<file path="config.mk">
export PLATFORM = sky130hd
export DESIGN_NAME = fft_frame_scheduler_flat
export DESIGN_NICKNAME = d
export VERILOG_FILES = /design/src/rtl/fft_sched_pkg.sv /design/src/rtl/fft_frame_scheduler_if.sv /design/src/rtl/fft_sched_stats.sv /design/src/rtl/fft_frame_scheduler.sv /design/src/flat_wrapper.sv
export SDC_FILE = /design/constraint.sdc
export NUM_CORES = 1
export LEC_CHECK = 0
export CAP_MARGIN = 20
export CELL_PAD_IN_SITES_DETAIL_PLACEMENT = 1
export CELL_PAD_IN_SITES_GLOBAL_PLACEMENT = 1
export CORE_MARGIN = 2
export CORE_UTILIZATION = 31
export CTS_CLUSTER_DIAMETER = 200
export DETAILED_ROUTE_END_ITERATION = 12
export MAX_ROUTING_LAYER = met4
export PLACE_DENSITY_LB_ADDON = 0.1
export SYNTH_ARGS = -nofsm -noshare
export SYNTH_HDL_FRONTEND = slang
export SYNTH_SLANG_ARGS = --single-unit
</file>
<file path="constraint.sdc">
create_clock -name clk_fft -period 2.2 [get_ports clk_fft]
set_clock_uncertainty 0.2 [all_clocks]
set_input_delay 0.66 -clock clk_fft [delete_from_list [all_inputs] [get_ports clk_fft]]
set_output_delay 0.66 -clock clk_fft [all_outputs]
set_load 0.01 [all_outputs]
</file>
<file path="src/rtl/fft_sched_pkg.sv">
// Shared types and default sizing for the OCT FFT frame scheduler.
// Statistics counters are built only when FFT_SCHED_STATS_EN is defined.
package fft_sched_pkg;

    localparam int unsigned FFT_LEN_DEF = 32768;
    localparam int unsigned LEN_W_DEF   = 15;
    localparam int unsigned GAP_MIN_DEF = 4;
    localparam int unsigned GAP_W       = 8;
    localparam int unsigned FRAME_CNT_W = 32;
    localparam int unsigned DROP_CNT_W  = 16;

    typedef enum logic [1:0] {
        IDLE   = 2'd0,
        STREAM = 2'd1,
        GAP    = 2'd2
    } sched_state_t;

endpackage

</file>
<file path="src/rtl/fft_frame_scheduler_if.sv">
// Sweep/ADC inputs and FFT sink handshake of the frame scheduler.
// master is the scheduler side, slave is the laser/ADC/FFT-core side.
interface fft_frame_scheduler_if #(
    parameter int unsigned LEN_W = fft_sched_pkg::LEN_W_DEF
);

    logic                                   enable;
    logic                                   inv_cfg;
    logic                                   sweep_trig;
    logic                                   sample_vld;
    logic                                   master_sink_dav;
    logic                                   ds_ready;
    logic                                   master_sink_ena;
    logic                                   master_sink_sop;
    logic                                   inv_i;
    logic                                   master_source_dav;
    logic [LEN_W-1:0]                       sample_idx;
    logic                                   busy;
    logic                                   frame_done;
    logic                                   drop_pulse;
    logic                                   overrun;
    logic [fft_sched_pkg::FRAME_CNT_W-1:0]  frame_cnt;
    logic [fft_sched_pkg::DROP_CNT_W-1:0]   drop_cnt;

    modport master (
        input  enable, inv_cfg, sweep_trig, sample_vld, master_sink_dav, ds_ready,
        output master_sink_ena, master_sink_sop, inv_i, master_source_dav,
               sample_idx, busy, frame_done, drop_pulse, overrun, frame_cnt, drop_cnt
    );

    modport slave (
        output enable, inv_cfg, sweep_trig, sample_vld, master_sink_dav, ds_ready,
        input  master_sink_ena, master_sink_sop, inv_i, master_source_dav,
               sample_idx, busy, frame_done, drop_pulse, overrun, frame_cnt, drop_cnt
    );

endinterface

</file>
<file path="src/rtl/fft_sched_stats.sv">
// Completed-frame (wrapping) and dropped-sweep (saturating) statistics counters.
module fft_sched_stats
    import fft_sched_pkg::*;
(
    input  logic                   clk_fft,
    input  logic                   reset_n,
    input  logic                   frame_inc,
    input  logic                   drop_inc,
    output logic [FRAME_CNT_W-1:0] frame_cnt,
    output logic [DROP_CNT_W-1:0]  drop_cnt
);

    always_ff @(posedge clk_fft or negedge reset_n) begin
        if (!reset_n) begin
            frame_cnt <= '0;
            drop_cnt  <= '0;
        end else begin
            if (frame_inc) begin
                frame_cnt <= frame_cnt + FRAME_CNT_W'(1);
            end
            if (drop_inc && (drop_cnt != '1)) begin
                drop_cnt <= drop_cnt + DROP_CNT_W'(1);
            end
        end
    end

endmodule

</file>
<file path="src/rtl/fft_frame_scheduler.sv">
// Frame controller for the FFT input path: one sweep opens one FFT_LEN-beat frame.
// Optional statistics counters via FFT_SCHED_STATS_EN.
module fft_frame_scheduler
    import fft_sched_pkg::*;
#(
    parameter int unsigned FFT_LEN = FFT_LEN_DEF,
    parameter int unsigned LEN_W   = LEN_W_DEF,
    parameter int unsigned GAP_MIN = GAP_MIN_DEF
) (
    input logic                   clk_fft,
    input logic                   reset_n,
    fft_frame_scheduler_if.master bus
);

    sched_state_t     state, state_nxt;
    logic [LEN_W-1:0] idx_q, idx_nxt;
    logic [LEN_W-1:0] sample_idx_q, sample_idx_nxt;
    logic [GAP_W-1:0] gap_q, gap_nxt;
    logic             frame_inv_q, frame_inv_nxt;
    logic             ena_q, ena_nxt;
    logic             sop_q, sop_nxt;
    logic             inv_q, inv_nxt;
    logic             src_dav_q, src_dav_nxt;
    logic             busy_q, busy_nxt;
    logic             done_q, done_nxt;
    logic             drop_q, drop_nxt;
    logic             ovr_q, ovr_nxt;

    logic start_c;
    logic beat_c;
    logic last_c;
    logic gap_end_c;

    assign start_c   = (state == IDLE) && bus.sweep_trig && bus.enable && bus.master_sink_dav;
    assign beat_c    = (state == STREAM) && bus.sample_vld;
    assign last_c    = (idx_q == LEN_W'(FFT_LEN - 1));
    assign gap_end_c = (gap_q == GAP_W'(GAP_MIN - 1));

    // State register
    always_ff @(posedge clk_fft or negedge reset_n) begin
        if (!reset_n) begin
            state <= IDLE;
        end else begin
            state <= state_nxt;
        end
    end

    // Next-state: a frame, once opened, always runs to its last beat
    always_comb begin
        state_nxt = state;
        case (state)
            IDLE:    if (start_c)           state_nxt = STREAM;
            STREAM:  if (beat_c && last_c)  state_nxt = GAP;
            GAP:     if (gap_end_c)         state_nxt = IDLE;
            default:                        state_nxt = IDLE;
        endcase
    end

    // Output/datapath next values; every output is registered below
    always_comb begin
        idx_nxt        = idx_q;
        sample_idx_nxt = sample_idx_q;
        gap_nxt        = '0;
        frame_inv_nxt  = frame_inv_q;
        ena_nxt        = beat_c;
        sop_nxt        = beat_c && (idx_q == '0);
        inv_nxt        = beat_c && frame_inv_q;
        src_dav_nxt    = bus.ds_ready;
        busy_nxt       = (state_nxt != IDLE);
        done_nxt       = beat_c && last_c;
        drop_nxt       = bus.sweep_trig && bus.enable &&
                         ((state != IDLE) || !bus.master_sink_dav);
        ovr_nxt        = ovr_q;

        if (start_c) begin
            idx_nxt       = '0;
            frame_inv_nxt = bus.inv_cfg;
        end
        if (beat_c) begin
            idx_nxt        = idx_q + LEN_W'(1);
            sample_idx_nxt = idx_q;
        end
        if (state == GAP) begin
            gap_nxt = gap_q + GAP_W'(1);
        end
        if (beat_c && !bus.master_sink_dav) begin
            ovr_nxt = 1'b1;
        end else if ((state == IDLE) && !bus.enable) begin
            ovr_nxt = 1'b0;
        end
    end

    // Output and datapath registers
    always_ff @(posedge clk_fft or negedge reset_n) begin
        if (!reset_n) begin
            idx_q        <= '0;
            sample_idx_q <= '0;
            gap_q        <= '0;
            frame_inv_q  <= 1'b0;
            ena_q        <= 1'b0;
            sop_q        <= 1'b0;
            inv_q        <= 1'b0;
            src_dav_q    <= 1'b0;
            busy_q       <= 1'b0;
            done_q       <= 1'b0;
            drop_q       <= 1'b0;
            ovr_q        <= 1'b0;
        end else begin
            idx_q        <= idx_nxt;
            sample_idx_q <= sample_idx_nxt;
            gap_q        <= gap_nxt;
            frame_inv_q  <= frame_inv_nxt;
            ena_q        <= ena_nxt;
            sop_q        <= sop_nxt;
            inv_q        <= inv_nxt;
            src_dav_q    <= src_dav_nxt;
            busy_q       <= busy_nxt;
            done_q       <= done_nxt;
            drop_q       <= drop_nxt;
            ovr_q        <= ovr_nxt;
        end
    end

    assign bus.master_sink_ena   = ena_q;
    assign bus.master_sink_sop   = sop_q;
    assign bus.inv_i             = inv_q;
    assign bus.master_source_dav = src_dav_q;
    assign bus.sample_idx        = sample_idx_q;
    assign bus.busy              = busy_q;
    assign bus.frame_done        = done_q;
    assign bus.drop_pulse        = drop_q;
    assign bus.overrun           = ovr_q;

`ifdef FFT_SCHED_STATS_EN
    // Counters step on the same edge that raises frame_done / drop_pulse
    fft_sched_stats u_stats (
        .clk_fft   (clk_fft),
        .reset_n   (reset_n),
        .frame_inc (done_nxt),
        .drop_inc  (drop_nxt),
        .frame_cnt (bus.frame_cnt),
        .drop_cnt  (bus.drop_cnt)
    );
`else
    assign bus.frame_cnt = '0;
    assign bus.drop_cnt  = '0;
`endif

endmodule
</file>
<file path="src/flat_wrapper.sv">
// flat-port wrapper written by rule: the top's interface ports become plain ports
module fft_frame_scheduler_flat import fft_sched_pkg::*;
#(
    parameter int unsigned FFT_LEN = FFT_LEN_DEF,
    parameter int unsigned LEN_W   = LEN_W_DEF,
    parameter int unsigned GAP_MIN = GAP_MIN_DEF
)
  (clk_fft, reset_n, bus_enable, bus_inv_cfg, bus_sweep_trig, bus_sample_vld, bus_master_sink_dav, bus_ds_ready, bus_master_sink_ena, bus_master_sink_sop, bus_inv_i, bus_master_source_dav, bus_sample_idx, bus_busy, bus_frame_done, bus_drop_pulse, bus_overrun, bus_frame_cnt, bus_drop_cnt);
  fft_frame_scheduler_if #(.LEN_W(LEN_W)) bus_i ();
  input logic clk_fft;
  input logic reset_n;
  input wire logic [$bits(bus_i.enable)-1:0] bus_enable;
  input wire logic [$bits(bus_i.inv_cfg)-1:0] bus_inv_cfg;
  input wire logic [$bits(bus_i.sweep_trig)-1:0] bus_sweep_trig;
  input wire logic [$bits(bus_i.sample_vld)-1:0] bus_sample_vld;
  input wire logic [$bits(bus_i.master_sink_dav)-1:0] bus_master_sink_dav;
  input wire logic [$bits(bus_i.ds_ready)-1:0] bus_ds_ready;
  output wire logic [$bits(bus_i.master_sink_ena)-1:0] bus_master_sink_ena;
  output wire logic [$bits(bus_i.master_sink_sop)-1:0] bus_master_sink_sop;
  output wire logic [$bits(bus_i.inv_i)-1:0] bus_inv_i;
  output wire logic [$bits(bus_i.master_source_dav)-1:0] bus_master_source_dav;
  output wire logic [$bits(bus_i.sample_idx)-1:0] bus_sample_idx;
  output wire logic [$bits(bus_i.busy)-1:0] bus_busy;
  output wire logic [$bits(bus_i.frame_done)-1:0] bus_frame_done;
  output wire logic [$bits(bus_i.drop_pulse)-1:0] bus_drop_pulse;
  output wire logic [$bits(bus_i.overrun)-1:0] bus_overrun;
  output wire logic [$bits(bus_i.frame_cnt)-1:0] bus_frame_cnt;
  output wire logic [$bits(bus_i.drop_cnt)-1:0] bus_drop_cnt;
  assign bus_i.enable = bus_enable;
  assign bus_i.inv_cfg = bus_inv_cfg;
  assign bus_i.sweep_trig = bus_sweep_trig;
  assign bus_i.sample_vld = bus_sample_vld;
  assign bus_i.master_sink_dav = bus_master_sink_dav;
  assign bus_i.ds_ready = bus_ds_ready;
  assign bus_master_sink_ena = bus_i.master_sink_ena;
  assign bus_master_sink_sop = bus_i.master_sink_sop;
  assign bus_inv_i = bus_i.inv_i;
  assign bus_master_source_dav = bus_i.master_source_dav;
  assign bus_sample_idx = bus_i.sample_idx;
  assign bus_busy = bus_i.busy;
  assign bus_frame_done = bus_i.frame_done;
  assign bus_drop_pulse = bus_i.drop_pulse;
  assign bus_overrun = bus_i.overrun;
  assign bus_frame_cnt = bus_i.frame_cnt;
  assign bus_drop_cnt = bus_i.drop_cnt;
  fft_frame_scheduler #(.FFT_LEN(FFT_LEN), .LEN_W(LEN_W), .GAP_MIN(GAP_MIN)) u_core (.clk_fft(clk_fft), .reset_n(reset_n), .bus(bus_i));
endmodule
</file>
# Word level (Yosys, flattened, before mapping)
# Index checks and enable logic that the tools add are counted.
classes:
  n_addsub: 2
  multipliers: 0
  n_div: 0
  n_lt_le_gt_ge: 0
  n_eq_ne: 4
  n_shift: 0
  mux: 9
  bitwise: 0
  n_reduce_logical: 20
op_table:
  columns: ["cell", "n"]
  rows:
  - ["15-bit 2-to-1 mux", 2]
  - ["15-bit by 1-bit adder with 15-bit output, second input constant", 1]
  - ["15-bit equality test, second input constant", 1]
  - ["15-bit logical NOT", 1]
  - ["1-bit logical AND", 11]
  - ["8-bit by 1-bit adder with 8-bit output, second input constant", 1]
  - ["8-bit by 2-bit equality test with 1-bit output, second input constant", 1]
  - ["8-bit 2-to-1 mux", 1]
  - ["2-bit nonzero test", 4]
  - ["2-bit 2-to-1 mux", 3]
  - ["2-bit case mux with 3 select lines", 1]
  - ["2-bit by 1-bit equality test with 1-bit output, second input constant", 1]
  - ["2-bit equality test, second input constant", 1]
  - ["1-bit logical NOT", 2]
  - ["2-bit logical NOT", 1]
  - ["1-bit 2-to-1 mux", 2]
  - ["1-bit logical OR", 1]
totals:
  reg_bits: 49
  latchBits: 0
  ram_bits: 0
  rom_bits: 0
  in_bits: 8
  out_inout_bits: 71
  mem_count: 0

# Depth between registers and ports, before layout
# Gate-level depths: netlist of the first run.
logic_depth:
  word_depth: 7
  ltp_mapped: 6
  mapped_depth_nobuf: 5

# Worst setup path after synthesis of the first run
# No wires, ideal clock.
synth_path:
  kind: "input to register"
  startpoint: "input bus_master_sink_dav"
  endpoint: "register u_core.idx_q[11]"
  setup_time_ns: 0.119
  arrival_ns: 1.344
  required_time_ns: 1.881
  setup_slack_ns: 0.537
  path_stages: 4
  path_buffers: 0
  path_cell_list: "nand4b_1 > a21oi_1 > o211a_1 > nor2_1"
synth_between:
  elab_chain_len: 2
synth_rtl:
  columns: ["element", "line", "rtl"]
  rows:
  - ["start, declared", "flat_wrapper.sv:16", "input wire logic [$bits(bus_i.master_sink_dav)-1:0] bus_master_sink_dav;"]
  - ["1-bit logical AND", "fft_frame_scheduler.sv:34", "assign start_c = (state == IDLE) && bus.sweep_trig && bus.enable && bus.master_sink_dav;"]
  - ["2-bit nonzero test (no line)", null, null]
  - ["end signal, assigned", "fft_frame_scheduler.sv:109", "idx_q <= idx_nxt;"]
  - ["end, declared", "fft_frame_scheduler.sv:16", "logic [LEN_W-1:0] idx_q, idx_nxt;"]
# Every way passes these cells.
# A chain may end at the register's enable or synchronous reset.

# Worst setup path in the final report of the first run
layout_path:
  startpoint: "register u_core.ovr_q (netlist: u_core.bus.overrun)"
  endpoint: "output bus_overrun"
layout_lines:
  columns: ["element", "line", "rtl"]
  rows:
  - ["start, declared", "fft_frame_scheduler.sv:27", "logic ovr_q, ovr_nxt;"]
  - ["start signal, assigned", "fft_frame_scheduler.sv:120", "ovr_q <= ovr_nxt;"]
  - ["end, declared", "flat_wrapper.sv:26", "output wire logic [$bits(bus_i.overrun)-1:0] bus_overrun;"]
# No word-level cell between the ends.

==> out/summary.log, run 1 <==
qor: power.power.leakage 0.00145 µW
qor: timing.period_needed 2.07 ns
qor: route.first_iter_violations 99
qor: route.ant_nets 0
qor: placed_design.portBuffers 30
qor: global_route.grt_pass1_wl 9.34 mm
qor: critical_path.setup.worst_path.end_class primary output
qor: clocking.holdBufCountCts 0
qor: critical_path.critical_path.max_stage_delay 0.55 ns
qor: clocking.cts_max_level 2
qor: critical_path.worstPathCellList clkdlybuf4s50_1
qor: global_route.grtUsageTotal 0.137
qor: critical_path.worst_path_dominant_cell_family buffers and inverters
qor: clocking.cts-root-to-sink-buffers 2
qor: route.drt-total-wl 5.72 mm
qor: route.average_wire_per_standard_cell 13.6 µm
qor: critical_path.timing.setup.critical_path_class reg -> out
qor: route.vias_per_cell 4.51
qor: placed_design.place_area 2920 µm²
qor: clocking.clk_root_buffer_cell clkbuf_8
qor: timing.fmax 484 MHz
qor: power.vdd_ir_drop_max 0.282 mV
qor: critical_path.cp_data_required_time 1.34 ns
qor: floorplanning.io-pin-count 79
qor: floorplanning.placeableCoreArea 8180 µm²
qor: cells_and_area.num-fill-cells 983
qor: critical_path.timing.critical_path.fanout_max 3
qor: cells_and_area.antenna_cells 0
qor: power.total_power 2160 µW
qor: timing.setup_viol_count_final 0
qor: synthesis.synth.lib_cells_used.distinct 41
qor: cells_and_area.multi_input_comb_area 1110 µm²
qor: cells_and_area.syn2layout_area_growth 15.1%
qor: synthesis.asyncSetResetFlopFracSynth 1.00
qor: synthesis.mappedNetlistArea 2610 µm²
qor: synthesis.yosys.cell_count.top_type nand2_1
qor: synthesis.yosys_warnings 0
qor: route.vias 1900
qor: critical_path.worst-endpoint-arrival 1.21 ns
qor: cells_and_area.fin_nets 326
qor: synthesis.yosysTopAreaCellShare 0.469
qor: cells_and_area.post_route_cells_drive_above_1_share 0.101
qor: global_route.grt_pass1_vias 1839
qor: critical_path.cp-start-kind register
qor: floorplanning.die_h 95.8 µm
qor: floorplanning.chipWidth 95.8 µm
qor: job.cap_viol_max_count 0
qor: clocking.tritoncts yes
qor: clocking.clk_latency 0.30 ns
qor: placed_design.dpl.cell_count 413
qor: power.pwr_density_cell 718 nW/µm²
qor: synthesis.post_synthesis_area_per_instance 9.37 µm²
qor: timing.slew_violations 0
qor: synthesis.synth-seq-area-share 0.469
qor: timing.hold_violations 0
qor: floorplanning.die_area 9180 µm²
qor: synthesis.synth.ff_latch_count 49
qor: timing.final.setup.tns 0 ns
qor: clocking.numClockSinks 49
qor: clocking.post_cts_resized 0
qor: cells_and_area.fin_area 3010 µm²
qor: floorplanning.floorplan.initialDensity 0.320
qor: clocking.cts_setup_buffers 0
qor: global_route.grt.overflow.total 0
qor: status.outcome finished, final reports clean
qor: clocking.path_clk_slew 0.10 ns
qor: cells_and_area.instances_no_fill 421
qor: timing.final_min_period_over_clock_period 0.940
qor: placed_design.routabilityCongestion 0.796
qor: global_route.grt_start_max_net_pins 19
qor: synthesis.number_of_flops_mapped_to_enable_cells_by_yosys 0
qor: synthesis.synthCells 279
qor: timing.unrepaired_setup_endpoints_after_global_routing false
qor: placed_design.post-dp-hpwl 4.23 mm
qor: synthesis.synth.largest_area_cell dfrtp_1
qor: global_route.number_of_antenna_violations_at_the_first_check_in_global_routing 0
qor: cells_and_area.seq_cell_area 1230 µm²
qor: synthesis.dominant_register_cell_in_the_synthesized_netlist dfrtp_1
qor: route.detail_route.drc_violations 0
qor: critical_path.crit_path_top_delay_cell clkdlybuf4s50_1
qor: floorplanning.row_count 33
qor: clocking.cts_made_buffers 5
qor: synthesis.synth.top_cells.by_area dfrtp_1 (47%), buf_4 (14%), nand2_1 (8.0%)
qor: synthesis.synth_commonest_cells nand2_1 (56), buf_4 (50), dfrtp_1 (49), nor2_1 (19), o21ai_0 (11)
qor: worst_hold_path.hold_class in -> async
qor: critical_path.worstPathBufferInverterCount 1
qor: route.first_pass_iters 4
==> metal layers <==
metal	routed length, µm	GRT usage
met4	68	0.0405
met1	2700	0.184
met2	2680	0.212
met3	269	0.0243
met5	0	-
==> metrics by stage <==
stage	hold slack, ns	utilization	setup slack [ns]
3_5_place_dp	0.254	0.357	-0.0739
4_1_cts	0.0818	0.368	0.106
3_3_place_gp	0.245	0.357	-0.0505
6_report	0.0731	0.368	0.132
5_1_grt	0.0920	0.368	0.0675
2_1_floorplan	0.164	-	0.537
==> registers in the layout, indices dropped and copies added (netlist names) <==
| register | flops |
|---|---|
| u_core.bus.inv_i | 1 |
| u_core.bus.sample_idx | 15 |
| u_core.frame_inv_q | 1 |
| u_core.idx_q | 15 |
| u_core.bus.busy | 1 |
| u_core.bus.overrun | 1 |
| u_core.bus.master_sink_ena | 1 |
| u_core.state | 2 |
| u_core.bus.frame_done | 1 |
| u_core.bus.master_source_dav | 1 |
| u_core.bus.drop_pulse | 1 |
| u_core.gap_q | 8 |
| u_core.bus.master_sink_sop | 1 |
==> final cells by class <==
| type | instances | share of cell area |
|---|---|---|
| clock inverters | 3 | 0.00582 |
| well taps | 105 | 0.0437 |
| clock buffers | 5 | 0.0229 |
| flip-flops and latches | 49 | 0.408 |
| inverters | 5 | 0.00624 |
| repair buffers | 44 | 0.146 |
| multi-input cells | 210 | 0.368 |
==> layout by cell type, fill, tap and decap left out, types with 3 or more instances in the layout <==
master / netlist / final
a41oi_1: 3 / 3
nor4_1: 4 / 4
o31ai_1: 4 / 4
ha_1: 3 / 3
clkbuf_8: 0 / 5
xor2_1: 6 / 6
o211ai_1: 3 / 3
nor2_1: 19 / 19
dfrtp_1: 49 / 49
and3_1: 3 / 3
conb_1: 1 / 48
nand4_1: 6 / 6
buf_4: 50 / 11
nand3_1: 9 / 9
o21ai_0: 11 / 11
a31oi_1: 7 / 7
nand2_1: 56 / 56
clkdlybuf4s50_1: 0 / 29
buf_12: 0 / 3
a21oi_1: 5 / 5
inv_1: 4 / 4
==> final timing paths <==
path | start | to | slack (ns) | cells past startpoint
worst max-delay path | u_core.bus.overrun | bus_overrun | 0.13 | 1
worst min-delay path | reset_n | u_core.bus.master_source_dav | 0.07 | 1
worst max register to register | u_core.idx_q[9] | u_core.state[1] | 0.39 | 4
worst min register to register | u_core.gap_q[0] | u_core.gap_q[0] | 0.27 | 1
max in group asynchronous | reset_n | u_core.state[0] | 1.27 | 2
min in group clk_fft | u_core.gap_q[0] | u_core.gap_q[0] | 0.27 | 1
==> where the power goes <==
part           switching, µW  leakage [µW]  total (µW)  internal, µW
Combinational            282      0.000751         520           238
Sequential               112      0.000659        1110           998
Clock                    309     0.0000439         530           220
==> logic make-up after synthesis <==
logic type / count (synthesis) / share of synthesized area
adder cells (fa/ha/maj): 3 / 0.0144
other: 1 / 0.00143
buffers and inverters: 67 / 0.175
XOR/XNOR: 8 / 0.0268
AO/OA/AOI/OAI: 39 / 0.0991
flip-flops: 49 / 0.469
AND/OR/NAND/NOR: 112 / 0.214
(Power assumes the default switching activity.)
==> run 2: changes to the inputs <==
--- a/config.mk
+++ b/config.mk
@@ -10,7 +10,6 @@
 export CELL_PAD_IN_SITES_GLOBAL_PLACEMENT = 1
 export CORE_MARGIN = 2
 export CORE_UTILIZATION = 31
-export CTS_CLUSTER_DIAMETER = 200
 export DETAILED_ROUTE_END_ITERATION = 12
 export MAX_ROUTING_LAYER = met4
 export PLACE_DENSITY_LB_ADDON = 0.1
==> results of run 2 <==
Final layout, timing and power as in run 1 (identical DEF).
==> run 3: changes to the inputs <==
--- a/config.mk
+++ b/config.mk
@@ -9,10 +9,11 @@
 export CELL_PAD_IN_SITES_DETAIL_PLACEMENT = 1
 export CELL_PAD_IN_SITES_GLOBAL_PLACEMENT = 1
 export CORE_MARGIN = 2
-export CORE_UTILIZATION = 31
+export CORE_UTILIZATION = 34
 export DETAILED_ROUTE_END_ITERATION = 12
 export MAX_ROUTING_LAYER = met4
-export PLACE_DENSITY_LB_ADDON = 0.1
+export PLACE_DENSITY = 0.82
+export SLEW_MARGIN = 0
 export SYNTH_ARGS = -nofsm -noshare
 export SYNTH_HDL_FRONTEND = slang
 export SYNTH_SLANG_ARGS = --single-unit
==> out/summary.log, run 3 (synthesis results as in run 1) <==
qor: clocking.tritoncts yes
qor: route.detail_route.drc_violations 0
qor: critical_path.cp-start-kind register
qor: critical_path.setup.worst_path.end_class primary output
qor: floorplanning.placeableCoreArea 7330 µm²
qor: critical_path.timing.setup.critical_path_class reg -> out
qor: critical_path.worstPathBufferInverterCount 1
qor: critical_path.critical_path.max_stage_delay 0.54 ns
qor: timing.unrepaired_setup_endpoints_after_global_routing false
qor: power.power.sequential.fraction 0.517
qor: clocking.cts_max_level 2
qor: critical_path.setup.reg_to_reg.worst_slack 0.38 ns
qor: power.cellInternalPower 1440 µW
qor: power.power.switching_fraction 0.327
qor: cells_and_area.fin_nets 324
qor: global_route.met1_usage 0.186
qor: critical_path.worstPathCellList clkdlybuf4s50_1
qor: critical_path.cp_data_required_time 1.34 ns
qor: floorplanning.die_area 8410 µm²
qor: global_route.grt_start_max_net_pins 35
qor: timing.final_min_period_over_clock_period 0.944
qor: power.total_power 2140 µW
qor: power.power.switching 700 µW
qor: placed_design.portBuffers 30
qor: critical_path.path_depth 1
qor: timing.final.setup.tns 0 ns
qor: timing.hold_violations 0
qor: route.drt-total-wl 5.73 mm
qor: critical_path.startpoint u_core.bus.sample_idx[8]
qor: critical_path.worst_path_dominant_cell_family buffers and inverters
qor: clocking.holdBufCountCts 0
qor: clocking.cts_setup_buffers 0
qor: critical_path.worstReg2RegEnd u_core.idx_q[12]
qor: critical_path.worst-endpoint-arrival 1.22 ns
qor: timing.period_needed 2.08 ns
qor: floorplanning.floorplan.initialDensity 0.357
qor: critical_path.crit_path_top_delay_cell clkdlybuf4s50_1
qor: power.power.leakage 0.00143 µW
qor: critical_path.worst_setup_path_endpoint bus_sample_idx[8]
qor: floorplanning.row_count 31
qor: cells_and_area.syn2layout_area_growth 13.3%
qor: route.first_pass_iters 4
qor: placed_design.post-dp-hpwl 4.24 mm
qor: global_route.grtUsageTotal 0.147
qor: route.average_wire_per_standard_cell 13.9 µm
qor: power.vdd_ir_drop_max 0.288 mV
qor: global_route.grt_pass1_vias 1980
qor: clocking.clk_root_buffer_cell clkbuf_8
qor: critical_path.r2r_start u_core.idx_q[1]
qor: global_route.grtUsageMet2 0.239
qor: clocking.path_clk_slew 0.10 ns
qor: cells_and_area.final_common_cell nand2_1
qor: floorplanning.chipWidth 91.7 µm
qor: route.ant_nets 0
qor: power.proportion_of_power_drawn_by_combinational_gates 0.237
qor: floorplanning.die_h 91.7 µm
qor: timing.fmax 482 MHz
qor: timing.worst_hold_slack 0.0678 ns
qor: clocking.cts-root-to-sink-buffers 2
qor: floorplanning.io-pin-count 79
qor: placed_design.routabilityCongestion 0.827
qor: job.cap_viol_max_count 0
qor: critical_path.reg2regPathDepth 5
qor: global_route.number_of_antenna_violations_at_the_first_check_in_global_routing 0
qor: cells_and_area.post_route_cells_drive_above_1_share 0.0955
qor: power.pwr_density_cell 724 nW/µm²
qor: status.outcome finished, final reports clean
qor: route.first_iter_violations 59
qor: route.vias 1932
qor: clocking.clk_latency 0.31 ns
qor: route.vias_per_cell 4.68
qor: cells_and_area.antenna_cells 0
qor: timing.slew_violations 0
qor: critical_path.timing.critical_path.fanout_max 2
qor: clocking.cts_made_buffers 5
qor: clocking.post_cts_resized 0
qor: global_route.grt_pass1_wl 9.68 mm
qor: cells_and_area.final_cell_mix nand2_1 (56), dfrtp_1 (49), conb_1 (48), clkdlybuf4s50_1 (29), nor2_1 (19)
qor: clocking.numClockSinks 49
qor: global_route.grt.overflow.total 0
qor: global_route.grt_most_used_layer met2
qor: power.power.share.clock 0.246
qor: worst_hold_path.hold_class in -> async
qor: global_route.grtUsageMet3 0.0263
qor: timing.setup_viol_count_final 0
## run 3: cell count changes in the layout (fill, tap and decap cells not counted)
cell	before	now
buf_12	3	1
## run 3: area by class of cell
cell class / instances / area (µm²)
clock buffer: 5 / 68.8
clock inverter: 3 / 17.5
fill: 859 / 4370
inverter: 5 / 18.8
multi-input combinational: 210 / 1110
sequential: 49 / 1230
tap: 99 / 124
timing repair buffer: 42 / 398
## run 3: layer usage
| metal | part of all wire | up-vias |
|---|---|---|
| met4 | 0.016 | 0 |
| met1 | 0.46 | 953 |
| met2 | 0.48 | 64 |
| met5 | 0 | - |
| met3 | 0.044 | 8 |
| li1 | - | 907 |
## run 3: power by group through the flow
stage	clock [µW]	combinational (µW)	sequential (µW)
floorplan	0	333	1100
global placement	0	496	1120
detailed placement	0	510	1120
CTS	544	514	1110
global route	579	569	1130
finish	527	508	1110
## run 3: how the worst min path moves through the flow
stage | slack [ns] | endpoint | cells past startpoint
6_report | 0.07 | u_core.bus.master_source_dav | 1
5_1_grt | 0.09 | u_core.bus.master_source_dav | 1
4_1_cts | 0.08 | u_core.bus.overrun | 1
3_5_place_dp | 0.26 | u_core.gap_q[0] | 1
3_3_place_gp | 0.24 | u_core.gap_q[0] | 1
2_1_floorplan | 0.16 | u_core.bus.busy | 0
## run 3: per-stage QoR
stage	worst slack (ns)	cell area (µm²)	cells	utilization
2_1_floorplan	0.537	2790	326	-
3_3_place_gp	-0.0172	2870	405	0.392
3_5_place_dp	-0.104	2870	405	0.392
4_1_cts	0.108	2960	413	0.404
5_1_grt	0.0674	2960	413	0.404
6_report	0.123	2960	413	0.404
